<file path="src/rtl/mips_fetch_pkg.sv">
// rtl/mips_fetch_pkg.sv - shared widths, PC step and fetch-entry types for the fetch path
package mips_fetch_pkg;

   localparam int INSTR_WIDTH = 32;
   localparam int ADDR_WIDTH  = 32;
   localparam logic [ADDR_WIDTH-1:0] PC_STEP = 32'd4;

   typedef struct packed {
      logic [ADDR_WIDTH-1:0]  pc;
      logic [INSTR_WIDTH-1:0] word;
   } fetch_entry_t;

   typedef enum logic {
      ST_RESET = 1'b0,
      ST_RUN   = 1'b1
   } fetch_state_t;

endpackage

</file>
<file path="src/rtl/fetch_buffer.sv">
// rtl/fetch_buffer.sv - DEPTH-entry synchronous FIFO of {pc, word} with flush
module fetch_buffer
   import mips_fetch_pkg::*;
#(
   parameter int DEPTH = 2,
   parameter int CNT_W = $clog2(DEPTH + 1)
) (
   input  logic               clk,
   input  logic               resetN,
   input  logic               flush,
   input  logic               push,
   input  fetch_entry_t       push_entry,
   input  logic               pop,
   output logic [CNT_W-1:0]   count,
   output fetch_entry_t       head
);

   localparam int PTR_W = (DEPTH > 1) ? $clog2(DEPTH) : 1;

   fetch_entry_t     mem_q [DEPTH];
   fetch_entry_t     mem_d [DEPTH];
   logic [PTR_W-1:0] wr_ptr_q, wr_ptr_d;
   logic [PTR_W-1:0] rd_ptr_q, rd_ptr_d;
   logic [CNT_W-1:0] count_q, count_d;
   logic             pop_eff;

   function automatic logic [PTR_W-1:0] next_ptr(input logic [PTR_W-1:0] p);
      return (p == PTR_W'(DEPTH - 1)) ? '0 : p + 1'b1;
   endfunction

   always_comb begin
      mem_d    = mem_q;
      wr_ptr_d = wr_ptr_q;
      rd_ptr_d = rd_ptr_q;
      count_d  = count_q;
      pop_eff  = pop && (count_q != '0);
      if (flush) begin
         wr_ptr_d = '0;
         rd_ptr_d = '0;
         count_d  = '0;
      end else begin
         if (push) begin
            mem_d[wr_ptr_q] = push_entry;
            wr_ptr_d        = next_ptr(wr_ptr_q);
         end
         if (pop_eff) begin
            rd_ptr_d = next_ptr(rd_ptr_q);
         end
         count_d = count_q + CNT_W'(push) - CNT_W'(pop_eff);
      end
   end

   always_ff @(posedge clk) begin
      if (!resetN) begin
         for (int i = 0; i < DEPTH; i++) begin
            mem_q[i] <= '0;
         end
         wr_ptr_q <= '0;
         rd_ptr_q <= '0;
         count_q  <= '0;
      end else begin
         mem_q    <= mem_d;
         wr_ptr_q <= wr_ptr_d;
         rd_ptr_q <= rd_ptr_d;
         count_q  <= count_d;
      end
   end

   // Empty buffer presents zeros so decode never sees stale words after a flush.
   assign count = count_q;
   assign head  = (count_q != '0) ? mem_q[rd_ptr_q] : '0;

endmodule

</file>
<file path="src/rtl/fetch_unit.sv">
// rtl/fetch_unit.sv - PC owner, request issue, prefetch capture and redirect flush
module fetch_unit
   import mips_fetch_pkg::*;
#(
   parameter logic [ADDR_WIDTH-1:0] RESET_PC = 32'h0000_0000,
   parameter int                    DEPTH    = 2
) (
   input  logic                   clk,
   input  logic                   resetN,
   output logic [ADDR_WIDTH-1:0]  readAddress,
   input  logic [INSTR_WIDTH-1:0] instruction,
   input  logic                   redirectValid,
   input  logic [ADDR_WIDTH-1:0]  redirectAddress,
   output logic                   instrValid,
   output logic [INSTR_WIDTH-1:0] instrOut,
   output logic [ADDR_WIDTH-1:0]  instrPc,
   input  logic                   instrReady
);

   localparam int CNT_W = $clog2(DEPTH + 1);

   fetch_state_t          state_q, state_d;
   logic [ADDR_WIDTH-1:0] fetch_pc_q, fetch_pc_d;
   logic [ADDR_WIDTH-1:0] req_pc_q, req_pc_d;
   logic                  req_valid_q, req_valid_d;

   logic [CNT_W-1:0]      count;
   logic [CNT_W:0]        occupancy;
   fetch_entry_t          head;
   fetch_entry_t          push_entry;
   logic                  redirect, pop, push, issue;

   always_comb begin
      state_d     = ST_RUN;
      redirect    = redirectValid && (state_q == ST_RUN);
      pop         = instrValid && instrReady;
      push        = req_valid_q && !redirect;
      // Occupancy after this edge, counting the in-flight word as already buffered.
      occupancy   = (CNT_W+1)'(count) + (CNT_W+1)'(req_valid_q) - (CNT_W+1)'(pop);
      issue       = !redirect && (occupancy < (CNT_W+1)'(DEPTH));
      push_entry  = '{pc: req_pc_q, word: instruction};
      fetch_pc_d  = fetch_pc_q;
      req_pc_d    = req_pc_q;
      req_valid_d = issue;
      if (redirect) begin
         fetch_pc_d = {redirectAddress[ADDR_WIDTH-1:2], 2'b00};
      end else if (issue) begin
         req_pc_d   = fetch_pc_q;
         fetch_pc_d = fetch_pc_q + PC_STEP;
      end
   end

   always_ff @(posedge clk) begin
      if (!resetN) begin
         state_q     <= ST_RESET;
         fetch_pc_q  <= RESET_PC;
         req_pc_q    <= '0;
         req_valid_q <= 1'b0;
      end else begin
         state_q     <= state_d;
         fetch_pc_q  <= fetch_pc_d;
         req_pc_q    <= req_pc_d;
         req_valid_q <= req_valid_d;
      end
   end

   fetch_buffer #(
      .DEPTH (DEPTH),
      .CNT_W (CNT_W)
   ) u_fetch_buffer (
      .clk        (clk),
      .resetN     (resetN),
      .flush      (redirect),
      .push       (push),
      .push_entry (push_entry),
      .pop        (pop),
      .count      (count),
      .head       (head)
   );

   assign readAddress = fetch_pc_q;
   assign instrValid  = (count != '0);
   assign instrOut    = head.word;
   assign instrPc     = head.pc;

endmodule

</file>
<file path="config.mk">
export PLATFORM = sky130hd
export DESIGN_NAME = fetch_unit
export DESIGN_NICKNAME = d
export VERILOG_FILES = /design/src/rtl/mips_fetch_pkg.sv /design/src/rtl/fetch_buffer.sv /design/src/rtl/fetch_unit.sv
export SDC_FILE = /design/constraint.sdc
export NUM_CORES = 1
export LEC_CHECK = 0
export CAP_MARGIN = 20
export CELL_PAD_IN_SITES_DETAIL_PLACEMENT = 2
export CELL_PAD_IN_SITES_GLOBAL_PLACEMENT = 2
export CORE_UTILIZATION = 32
export CTS_CLUSTER_DIAMETER = 30
export CTS_CLUSTER_SIZE = 28
export DETAILED_ROUTE_END_ITERATION = 10
export PLACE_DENSITY = 0.89
export SKIP_CTS_REPAIR_TIMING = 1
export SLEW_MARGIN = 20
export SYNTH_ARGS = -nofsm -noshare
export SYNTH_HDL_FRONTEND = slang
export SYNTH_SLANG_ARGS = --single-unit
</file>
<file path="constraint.sdc">
create_clock -name clk -period 9.75 [get_ports clk]
set_clock_uncertainty 0.05 [all_clocks]
set_input_delay 1.95 -clock clk [delete_from_list [all_inputs] [get_ports clk]]
set_output_delay 1.95 -clock clk [all_outputs]
set_load 0.01 [all_outputs]
</file>
### Word-level counts from Yosys, hierarchy flattened

Cells that the tools add are included.
Widths: inputs -> output; s select.

* output and inout port bits: 97
* register bits after elaboration: 198
* ROM bits: 0
* memories kept: 0
* latch bits: 0
* logic and storage cells: 51
* input bits: 68
* memory bits (writable): 0

* mux-type cells: 12
* bitwise gates (word level): 4
* add/subtract/negate cells: 7
* $lt $le $gt $ge: 4
* reduce and logical (&&, ||, !) cells: 12
* shifts and indexed selects: 0
* multipliers: 0
* div/mod/pow operators: 0
* equal/unequal tests: 0

Operator list (count)
* $mux 64: 5
* $bwmux 128: 1
* $demux 64 s1: 1
* $mux 32: 2
* $add 32x3->32 const B: 1
* $logic_and 1x1->1: 6
* $ge 2x2->1 const B: 2
* $not 1->2: 2
* $reduce_and 2->1: 2
* $reduce_bool 2->1: 2
* $add 2x1->3: 1
* $lt 3x2->1 const B: 1
* $mux 1: 3
* $sub 3x1->3: 1
* $add 1x1->1 const B: 2
* $add 2x1->2: 1
* $lt 2x1->1 const B: 1
* $not 1->1: 2
* $reduce_or 2->1: 1
* $sub 2x1->2: 1
* $logic_not 1->1: 1

### Logic depth before layout (Yosys ltp)

* depth in word-level cells: 7
* mapped depth: 13
* depth with buffers taken out: 11

### By module

Synthesis repeated with hierarchy kept, for this count alone.

* cell total of the unflattened synthesis: 1038
* area total of the unflattened synthesis: 9125.0 um^2

By module, submodules not included
* fetch_buffer: seq. area each 2642.5 um^2, instances 1, area each 6082.1 um^2, cells an instance 647
* fetch_unit: seq. area each 1241.2 um^2, instances 1, area each 3042.9 um^2, cells an instance 391

### Worst setup path before layout

OpenSTA, ideal clock, no wires.

* path type: in2reg
* start: input instrReady
* end: register fetch_pc_q[26], in the netlist readAddress[26]
* data arrival time: 4.133 ns
* path slack: 5.442 ns
* stages on the path: 10
* data required time: 9.575 ns
* buffers on the path: 0
* cells stage by stage: nor2b_1 -> ha_1 -> inv_1 -> nand2_1 -> fa_1 -> and4_1 -> nand4_1 -> nor4_1 -> xnor2_1 -> o21ai_0

* longest elaborated chain between the ends: 5

Ends and longest elaborated chain
* start: declaration: line fetch_unit.sv:17 `input logic instrReady`
* $logic_and 1x1->1: line fetch_unit.sv:36 `pop = instrValid && instrReady;`
* $sub 3x1->3: line fetch_unit.sv:39 `occupancy = (CNT_W+1)'(count) + (CNT_W+1)'(req_valid_q) - (CNT_W+1)'(pop);`
* $lt 3x2->1: line fetch_unit.sv:40 `issue = !redirect && (occupancy < (CNT_W+1)'(DEPTH));`
* $logic_and 1x1->1: line fetch_unit.sv:40
* $reduce_bool 2->1 (no line)
* end signal: assignment: line fetch_unit.sv:61 `fetch_pc_q <= fetch_pc_d;`
* end: declaration: line fetch_unit.sv:23 `logic [ADDR_WIDTH-1:0] fetch_pc_q, fetch_pc_d;`

No other way between the ends.
A chain may end at the register's enable or synchronous reset.

### Worst setup path after layout

* start: input instrReady
* end: register req_pc_q[9]

* longest elaborated chain between the ends: 5

Ends and longest elaborated chain
* $logic_and 1x1->1: line fetch_unit.sv:36
* $sub 3x1->3: line fetch_unit.sv:39
* $lt 3x2->1: line fetch_unit.sv:40
* $logic_and 1x1->1: line fetch_unit.sv:40
* $reduce_and 2->1 (no line)
* end signal: assignment: line fetch_unit.sv:62 `req_pc_q <= req_pc_d;`
* end: declaration: line fetch_unit.sv:24 `logic [ADDR_WIDTH-1:0] req_pc_q, req_pc_d;`

No other way between the ends.

==> impl_metrics.py <==
metrics = {
    "synthesis": {
        "mappedNetlistArea_sq_mm": 0.00819,
        "yosys_warnings": 0,
        "synth.area.top_cells": "dfxtp_1 46%, nand2_1 15%, a21oi_1 11%, mux2i_1 7.6%, nor2_1 3.7%",
        "synthCells": 1053,
        "syn-mean-instance-area_sq_um": 7.78,
        "synth_sequential_area_ratio": 0.464,
        "yosys.cell_types.count": 44,
        "synth_top_area_frac": 0.464,
        "ys_seq_elements": 190,
        "post-synth-top-area-cell": "dfxtp_1",
    },
    "pwr": {
        "seqPwrFrac": 0.399,
        "irDropWorstVdd_uv": 118,
        "static-leakage-power_nw": 3.28,
        "post_route_total_power_mw": 2.40,
        "cellPowerDensity_mw_per_mm2": 229,
        "power_switching_mw": 0.936,
        "power_report.internal_total_mw": 1.47,
        "power.switching_fraction": 0.390,
        "p_comb_frac": 0.311,
        "power_frac_clock": 0.290,
    },
    "floorplanning": {
        "initial_utilization": 0.325,
        "die_h_um": 162,
        "die_area_sq_mm": 0.0262,
        "io_pins": 165,
        "dieWidth_um": 162,
        "core_area_sq_mm": 0.0252,
        "rows": 58,
    },
    "setup_path": {
        "path_class": "in2reg",
        "crit-reg2reg-launch": "u_fetch_buffer.count[1]$_SDFF_PP0_",
        "critPathMaxFanout": 21,
        "startpoint_type": "primary input",
        "critPathCaptureType": "flop",
        "timing.critical_path.required_ns": 10.03,
        "reg2reg_setup_slack_ns": 5.38,
        "worstRegToRegCells": 13,
        "crit_end": "req_pc_q[9]$_SDFFE_PN0P_",
        "worstReg2RegEnd": "req_pc_q[9]$_SDFFE_PN0P_",
        "worst-endpoint-arrival_ns": 5.24,
        "critical_path.startpoint": "instrReady",
    },
    "route": {
        "drt_pass1_iterations": 4,
        "detail_route.wl_per_cell_um": 18.6,
        "antenna_left": 0,
        "num_vias": 7682,
        "met3_length_um": 733,
        "max_used_layer": "met4",
        "detail_route.wirelength_um": 28000,
        "vias_per_cell": 5.09,
        "detail_route.drc_violations": 0,
        "drt_iter0_markers": 362,
        "wl_met1_um": 12600,
        "met2_length_um": 14300,
    },
    "cells_and_area": {
        "layout-area-overhead-vs-synth_pct": 28.3,
        "layout-drive-gt1-share": 0.0485,
        "finish.utilization": 0.417,
        "multi_input_comb_area_sq_mm": 0.00399,
        "final_net_count": 1236,
        "filler_cell_count": 2826,
        "final-seq-area_sq_mm": 0.00381,
        "layout.cells.non_filler": 1508,
        "post_layout_instance_area_sq_mm": 0.0105,
    },
    "global_routing": {
        "antenna_found_initial": 2,
        "global_route_wire_length_before_repair_um": 44600,
        "globalRouteTotalUtil": 0.217,
        "grt_overflow": 0,
        "via_count_of_the_first_global_routing_pass": 8380,
        "grt_max_degree": 112,
    },
    "cts": {
        "cts.sink_count": 190,
        "cts-root-to-sink-buffers": 2,
        "htreeDepth": 4,
        "clockRootBuffer": "clkbuf_16",
        "cts_tree": "yes",
        "clkLatencyLatePin_ns": 0.43,
        "numCtsBuffers": 17,
        "clkSlewWorstSetupHoldPaths_ns": 0.08,
    },
    "placement": {
        "dpl.hpwl_um": 18400,
        "dpl-instance-area_sq_mm": 0.00993,
        "detailedPlace.worstSlack_ns": 4.33,
        "placed_cells": 1474,
        "place.gp.congestion": 0.727,
        "port_buffers": 158,
    },
    "sta": {
        "period_share": 0.509,
        "rsz0062_at_grt": "false",
        "final-setup-viol-count": 0,
        "worst_path_setup_slack_after_routing_ns": 4.79,
        "final-hold-violation-count": 0,
        "max-slew-margin-rel": 0.400,
        "min_period_ns": 4.96,
        "fmax_mhz": 201,
        "final.setup.tns_ns": 0,
        "timing.hold.ws_ns": 0.409,
        "worst-slew-pin-transition_ns": 0.900,
        "report.final.slew_viol_count": 0,
    },
    "worst_hold_path": {
        "hold-path-cell-count": 2,
        "min_path_type": "reg2reg",
    },
    "run_status": {
        "status": "finished clean",
    },
    "flow_run": {
        "max-cap-violations": 0,
    },
}
-- placed cells by master (no fill, tap or decap), drive strengths merged, types with 6 or more instances in the layout --
master	count
nand2	326
dfxtp	190
a21oi	174
clkdlybuf4s50	158
nor2	80
mux2i	62
xnor2	27
o21ai	24
inv	19
clkbuf	18
nand3	12
nor4	12
buf	11
nand4	8
nor3	6
-- flip-flops by register name (all words and copies together) (netlist names) --
signal                   cells
u_fetch_buffer.wr_ptr_q      1
req_valid_q                  1
u_fetch_buffer.mem_q       124
req_pc_q                    30
u_fetch_buffer.rd_ptr_q      1
state_q                      1
readAddress                 30
u_fetch_buffer.count         2
-- cell families after synthesis --
kind of cell | count (synthesis) | synth area share
AND/OR/NAND/NOR | 463 | 0.233
flip-flops | 190 | 0.464
other | 1 | 0.000458
adder cells (fa/ha/maj) | 5 | 0.00855
XOR/XNOR | 31 | 0.0341
multiplexers | 62 | 0.0757
AO/OA/AOI/OAI | 208 | 0.131
buffers and inverters | 93 | 0.0533
-- synth_stat cells (all sizes together) --
master,instances
a211oi,4
a21oi,174
a2bb2oi,1
a311oi,1
a31oi,1
and2,4
and3,3
and4,4
buf,10
bufbuf,1
clkbuf,70
conb,1
dfxtp,190
fa,1
ha,4
inv,12
mux2i,62
nand2,326
nand2b,1
nand3,12
nand3b,1
nand4,8
nor2,80
nor2b,2
nor3,6
nor4,12
o21ai,24
o2bb2ai,1
o31a,2
or2,2
or3b,1
or4,1
xnor2,27
xor2,4
-- power groups by stage --
| stage | clock network, mW | registers, mW | logic (mW) |
|---|---|---|---|
| after floorplan | 0 | 0.936 | 0.482 |
| after global placement | 0 | 0.970 | 0.729 |
| after detailed placement | 0 | 0.978 | 0.757 |
| after CTS | 0.713 | 0.961 | 0.761 |
| after global routing | 0.746 | 0.973 | 0.818 |
| final | 0.697 | 0.959 | 0.746 |
-- worst min path at each step --
stage,from,end,slack (ns)
final,u_fetch_buffer.mem_q[115]$_SDFFE_PN0P_,u_fetch_buffer.mem_q[115]$_SDFFE_PN0P_,0.41
after global routing,u_fetch_buffer.mem_q[68]$_SDFFE_PN0P_,u_fetch_buffer.mem_q[68]$_SDFFE_PN0P_,0.43
after CTS,u_fetch_buffer.mem_q[109]$_SDFFE_PN0P_,u_fetch_buffer.mem_q[109]$_SDFFE_PN0P_,0.41
after detailed placement,u_fetch_buffer.mem_q[109]$_SDFFE_PN0P_,u_fetch_buffer.mem_q[109]$_SDFFE_PN0P_,0.40
after global placement,u_fetch_buffer.mem_q[19]$_SDFFE_PN0P_,u_fetch_buffer.mem_q[19]$_SDFFE_PN0P_,0.39
after floorplan,u_fetch_buffer.mem_q[100]$_SDFFE_PN0P_,u_fetch_buffer.mem_q[100]$_SDFFE_PN0P_,0.39
-- routing by layer --
metal,up-vias,GRT usage
met5,-,0
met4,0,0.0669
met3,19,0.0329
met2,140,0.391
met1,3836,0.263
li1,3687,-
-- final cells by class --
cell class | count | share of cell area
Antenna cell | 2 | 0.000476
Clock buffer | 18 | 0.0408
Clock inverter | 14 | 0.0143
Inverter | 12 | 0.00452
Multi-Input combinational cell | 773 | 0.380
Sequential cell | 190 | 0.362
Tap cell | 330 | 0.0393
Timing Repair Buffer | 169 | 0.159
-- critical path, cell delays in order --
cell and delay, ns:
clkdlybuf4s50_1 0.44, nor2b_1 0.21, ha_1 0.27, inv_1 0.08
nand2_1 0.07, fa_1 0.41, xnor2_2 0.31, nand2_1 0.31
nor2_2 0.46, buf_4 0.37, nand2_1 0.13, a21oi_1 0.21
Power figures use the tool's default switching activity.
